**config.mk**
```make
export PLATFORM = sky130hd
export DESIGN_NAME = data_mem_io
export DESIGN_NICKNAME = d
export VERILOG_FILES = /design/src/rtl/data_mem_io.sv
export SDC_FILE = /design/constraint.sdc
export NUM_CORES = 2
export LEC_CHECK = 0
export ABC_AREA = 1
export BUFFER_PORTS_ARGS = -buffer_cell sky130_fd_sc_hd__buf_2
export CAP_MARGIN = 20
export CORE_MARGIN = 2
export CORE_UTILIZATION = 50
export DETAILED_ROUTE_END_ITERATION = 8
export PLACE_DENSITY = 0.63
export SLEW_MARGIN = 20
export SYNTH_ARGS = -nofsm -noshare
export SYNTH_HDL_FRONTEND = slang
export SYNTH_SLANG_ARGS = --single-unit
```
**constraint.sdc**
```tcl
create_clock -name Clk -period 2.8 [get_ports Clk]
set_input_delay 0.56 -clock Clk [delete_from_list [all_inputs] [get_ports Clk]]
set_output_delay 0.56 -clock Clk [all_outputs]
set_load 0.02 [all_outputs]
```
**src/rtl/data_mem_io.sv**
```systemverilog
// data_mem_io
//   Data-side memory and memory-mapped I/O behind the RV32I core data port.
//   It holds a 58-word data RAM, a GPIO output/input register pair and an
//   optional 32-bit compare timer with a sticky interrupt flag.
//
//   Build option: define DATA_MEM_TIMER_EN to implement the timer at word
//   addresses 58..60. When it is undefined, those addresses read 0, writes
//   to them are ignored, and Timer_irq is tied to 0.
//
//   Ports
//     Clk        in   system clock, rising edge
//     Reset      in   asynchronous active-low reset
//     Address    in   [5:0]  word address from the core
//     Wr_data    in   [31:0] store data
//     We         in   write enable, applied on the rising edge
//     Rd_data    out  [31:0] load data, combinational
//     Gpio_in    in   [GPIO_W-1:0] asynchronous external inputs
//     Gpio_out   out  [GPIO_W-1:0] registered GPIO outputs
//     Timer_irq  out  level interrupt, the sticky flag CTRL[2]
//
//   Address map
//     0..57 RAM, 58 TIMER_CMP, 59 TIMER_CTRL, 60 TIMER_CNT,
//     61 GPIO_OUT, 62 GPIO_IN (read-only), 63 reserved (reads 0)
module data_mem_io #(
    parameter int GPIO_W    = 8,
    parameter int RAM_WORDS = 58
) (
    input  logic              Clk,
    input  logic              Reset,
    input  logic [5:0]        Address,
    input  logic [31:0]       Wr_data,
    input  logic              We,
    output logic [31:0]       Rd_data,
    input  logic [GPIO_W-1:0] Gpio_in,
    output logic [GPIO_W-1:0] Gpio_out,
    output logic              Timer_irq
);

    localparam logic [5:0] A_CMP  = 6'd58;
    localparam logic [5:0] A_CTRL = 6'd59;
    localparam logic [5:0] A_CNT  = 6'd60;
    localparam logic [5:0] A_GOUT = 6'd61;
    localparam logic [5:0] A_GIN  = 6'd62;

    // ---------------- RAM (not reset) ----------------
    logic [31:0] ram [RAM_WORDS];
    logic        ram_hit;

    assign ram_hit = (Address < 6'(RAM_WORDS));

    always_ff @(posedge Clk) begin
        if (We && ram_hit)
            ram[Address] <= Wr_data;
    end

    // ---------------- GPIO ----------------
    logic [GPIO_W-1:0] gpio_out;
    logic [GPIO_W-1:0] gpio_s1;
    logic [GPIO_W-1:0] gpio_s2;

    always_ff @(posedge Clk or negedge Reset) begin
        if (!Reset) begin
            gpio_out <= '0;
            gpio_s1  <= '0;
            gpio_s2  <= '0;
        end else begin
            if (We && Address == A_GOUT)
                gpio_out <= Wr_data[GPIO_W-1:0];
            // Two-flop synchronizer for the asynchronous inputs
            gpio_s1 <= Gpio_in;
            gpio_s2 <= gpio_s1;
        end
    end

    assign Gpio_out = gpio_out;

    // ---------------- Timer ----------------
`ifdef DATA_MEM_TIMER_EN
    logic [31:0] tmr_cmp;
    logic [31:0] tmr_cnt;
    logic        tmr_en;
    logic        tmr_ar;
    logic        tmr_flag;
    logic        cnt_wr;
    logic        ctrl_wr;
    logic        match;

    assign cnt_wr  = We && (Address == A_CNT);
    assign ctrl_wr = We && (Address == A_CTRL);
    // The match uses the count before the edge. A CPU write to CNT
    // suppresses the match for that cycle.
    assign match   = tmr_en && !cnt_wr && (tmr_cnt == tmr_cmp);

    always_ff @(posedge Clk or negedge Reset) begin
        if (!Reset) begin
            tmr_cmp  <= '0;
            tmr_cnt  <= '0;
            tmr_en   <= 1'b0;
            tmr_ar   <= 1'b0;
            tmr_flag <= 1'b0;
        end else begin
            if (We && Address == A_CMP)
                tmr_cmp <= Wr_data;
            if (ctrl_wr) begin
                tmr_en <= Wr_data[0];
                tmr_ar <= Wr_data[1];
            end
            if (cnt_wr)
                tmr_cnt <= Wr_data;
            else if (tmr_en)
                tmr_cnt <= (match && tmr_ar) ? 32'd0 : tmr_cnt + 32'd1;
            // If a set and a write-1-clear happen in the same cycle, the set wins
            if (match)
                tmr_flag <= 1'b1;
            else if (ctrl_wr && Wr_data[2])
                tmr_flag <= 1'b0;
        end
    end

    assign Timer_irq = tmr_flag;
`else
    assign Timer_irq = 1'b0;
`endif

    // ---------------- Read mux ----------------
    always_comb begin
        Rd_data = '0;
        if (ram_hit) begin
            Rd_data = ram[Address];
        end else begin
            case (Address)
`ifdef DATA_MEM_TIMER_EN
                A_CMP:  Rd_data = tmr_cmp;
                A_CTRL: Rd_data = {29'd0, tmr_flag, tmr_ar, tmr_en};
                A_CNT:  Rd_data = tmr_cnt;
`endif
                A_GOUT: Rd_data = {{(32-GPIO_W){1'b0}}, gpio_out};
                A_GIN:  Rd_data = {{(32-GPIO_W){1'b0}}, gpio_s2};
                default: Rd_data = '0;
            endcase
        end
    end

endmodule
```
==> results.toml <==
[routing]
drt-total-wl_um = 243000
vias = 54000
vias_per_cell = 5.63
drt_first_pass_iters = 8
detail-route-antenna-nets = 0
first_iter_violations = 6563
route.detailed.drc = 0
wl_per_cell_um = 25.4

[setup_path]
crit_fanout = 15
crit_family = "buffers and inverters"
reg2reg_depth = 1
cp_num_buf_inv = 8
crit_arrival_ps = 2540
slowest_delay_ps = 190
rr_startpoint = "Gpio_out[1]$_DFFE_PN0P_"
crit_type = "primary input to output port"
crit_top_cell = "buf_6"
rr_endpoint = "Gpio_out[1]$_DFFE_PN0P_"
startpoint_type = "primary input"
path_cells = "buf_16 -> clkinv_16 -> buf_12 -> buf_16 -> buf_6 -> clkbuf_16 -> o211ai_1 -> nand2_1 -> o21ai_1 -> nand2_1 -> nor2_4 -> buf_6 -> a21oi_4 -> buf_6"
crit_cells = 14
worst-r2r-setup-slack_ps = 1970
cp_slowest_cell = "o211ai_1"
cp.required_ps = 2240
endpoint_kind = "output port"

[cells_and_area]
n_fill_cell = 11300
seq_area_um2 = 56300
mostFrequentLayoutCell = "nand2_1"
final_cell_mix = "nand2_1 (3,115), edfxtp_1 (1,856), buf_4 (381)"
layout.nets = 7453
syn_to_final_growth_pct = 25.0
final_area_um2 = 95700
final_layout_size_suffix_gt1_frac = 0.198
instances_no_fill = 9595
multiInputGateArea_um2 = 20000

[timing]
post-route-period-util = 1.11
skew_ps = 1.26
drv_slew = 0
relSlewSlack = 0.283
setup_viol = 32
setup_slack_ps = -298
fin_crit_ps = 3100
fmax_mhz = 323
fin_hold_ws_ps = 186
rsz0062_at_grt = "yes"
final_hold_viol_count = 0
worstMarginPinSlew_ps = 1080

[outcome]
violations = "negative setup slack"
status = "finished with violations"

[clock_network]
cts-root-buf = "clkbuf_16"
cts_tree = "built"
clkSlewWorstSetupHoldPaths_ps = 60
cts_buffer_depth = 3
clk_latency_ps = 810
cts.sinks = 1880
cts_htree_levels = 4
cts_buffers = 190

[global_route]
track_usage = 0.305
grt_pass1_wl_um = 347000
grt_max_degree = 60
antenna_found_initial = 13
grt_pass1_vias = 51300
grt.overflow.total = 0

[yosys]
syn_inst = 6765
synth-edff-count = 1856
ys_ff_latch = 1880
ys.flop_type = "edfxtp_1"
synth.yosys.seq_area_share = 0.736
syn_avg_cell_area_um2 = 11.3
synth_area_um2 = 76500
synth_fp_nets = 6814
synth-warning-count = 0
ys_types = 33
async_flop_share = 0.0128

[pwr]
power_per_cell_area_nw_per_um2 = 637
power.internal_mw = 47.0
p_clk_frac = 0.406
sw_frac_of_total = 0.230
peakVddDrop_v = 0.000685
p_leak_nw = 37.3
power_frac_seq = 0.511
finalPower_mw = 61.0
combPwrFrac = 0.083
netSwitchingPower_mw = 14.0

[placement]
port_buffers = 88
dp_hpwl_um = 141000
dpl_cell_area_um2 = 85400
gp_congestion = 0.868
dpl.cell_count = 9126

[floorplan]
die_x_um = 395
fp.dieH_um = 395
die-area_um2 = 156000
coreArea_um2 = 152000
pin_count = 90
rows = 143
start_util = 0.504

[worst_hold_path]
min_path_cells = 1
worstHoldStart = "Wr_data[22]"
worstHoldEndpoint = "ram[32][22]$_DFFE_PP_"
hold_class = "primary input to flip-flop"

[run]
maxCapViolCount = 0
## cell type report
type / count / share of cell area
inverter: 87 / 0.00387
clock inverter: 124 / 0.0110
antenna: 3 / 0.0000785
tap: 2030 / 0.0265
multi-input combinational: 4440 / 0.209
clock buffer: 226 / 0.0520
sequential: 1880 / 0.589
timing repair inverter: 1 / 0.000118
timing repair buffer: 804 / 0.108
## power by group through the flow
stage               logic [mW]  registers, mW  clock network (mW)
finish                    5.07           31.2                24.7
global route              5.40           31.2                26.1
CTS                       4.76           31.2                24.9
detailed placement        4.11           31.8                   0
global placement          4.07           31.8                   0
floorplan                 1.89           31.8                   0
## cell usage after synthesis, drive strengths merged, types with 5 or more instances
library cell / number / share of area
nor3: 7 / 0.00052
o211ai: 101 / 0.0099
inv: 85 / 0.0042
clkbuf: 148 / 0.0073
mux2i: 23 / 0.0030
nor2: 350 / 0.018
buf: 210 / 0.013
or2: 78 / 0.0064
o21ai: 359 / 0.023
a21oi: 202 / 0.013
edfxtp: 1856 / 0.73
a221oi: 7 / 0.00080
mux2: 8 / 0.0012
nand2: 3269 / 0.16
dfrtp: 24 / 0.0078
o221ai: 5 / 0.00057
nand3: 28 / 0.0018
## sequential cells by signal, indices dropped and copies added (netlist names)
name	cells
gpio_s1	8
ram	1856
Gpio_out	8
gpio_s2	8
## how the worst max path moves through the flow
stage,from,end,slack (ps)
2_1_floorplan,Address[3],ram[32][0]$_DFFE_PP_,-500
3_3_place_gp,Address[1],Rd_data[25],-630
3_5_place_dp,Address[1],Rd_data[25],-650
4_1_cts,Address[0],Rd_data[21],-270
5_1_grt,Address[0],Rd_data[3],-360
6_report,Address[0],Rd_data[3],-300
## metal layers
| metal | vias to the layer above | global-route usage | routed length, um | part of all wire |
|---|---|---|---|---|
| met5 | - | 0 | 32 | 0.00013 |
| met4 | 4 | 0.135 | 11100 | 0.046 |
| met3 | 558 | 0.0569 | 24400 | 0.10 |
| met2 | 2914 | 0.481 | 113000 | 0.47 |
| met1 | 26400 | 0.417 | 94400 | 0.39 |
| li1 | 24200 | - | - | - |
## through the flow
step | worst slack [ps] | utilization | setup TNS [ps]
2_1_floorplan | -496 | - | -434060
3_3_place_gp | -634 | 0.562 | -120760
3_5_place_dp | -654 | 0.562 | -94190
4_1_cts | -274 | 0.621 | -4960
5_1_grt | -360 | 0.630 | -7730
6_report | -298 | 0.630 | -5360
## cell families (layout without fill, tap and decap cells)
group                  Yosys count  after routing  synth area share
AOI/OAI and AO/OA              674            674            0.0480
buffers and inverters          445           1242            0.0249
DFF                           1880           1880             0.736
muxes                           31             31           0.00418
other                            1              4         0.0000490
and+or+nand+nor               3734           3734             0.187
## repair_timing
action	in CTS	in global routing
hold buffers	9	0
pin swaps	136	116
setup buffers	56	18
resized for setup	446	256
hold endpoints to repair	32	0
endpoints found under the setup margin	32	32
cloned	37	15
Note: power is estimated with default switching activity, not from simulation.
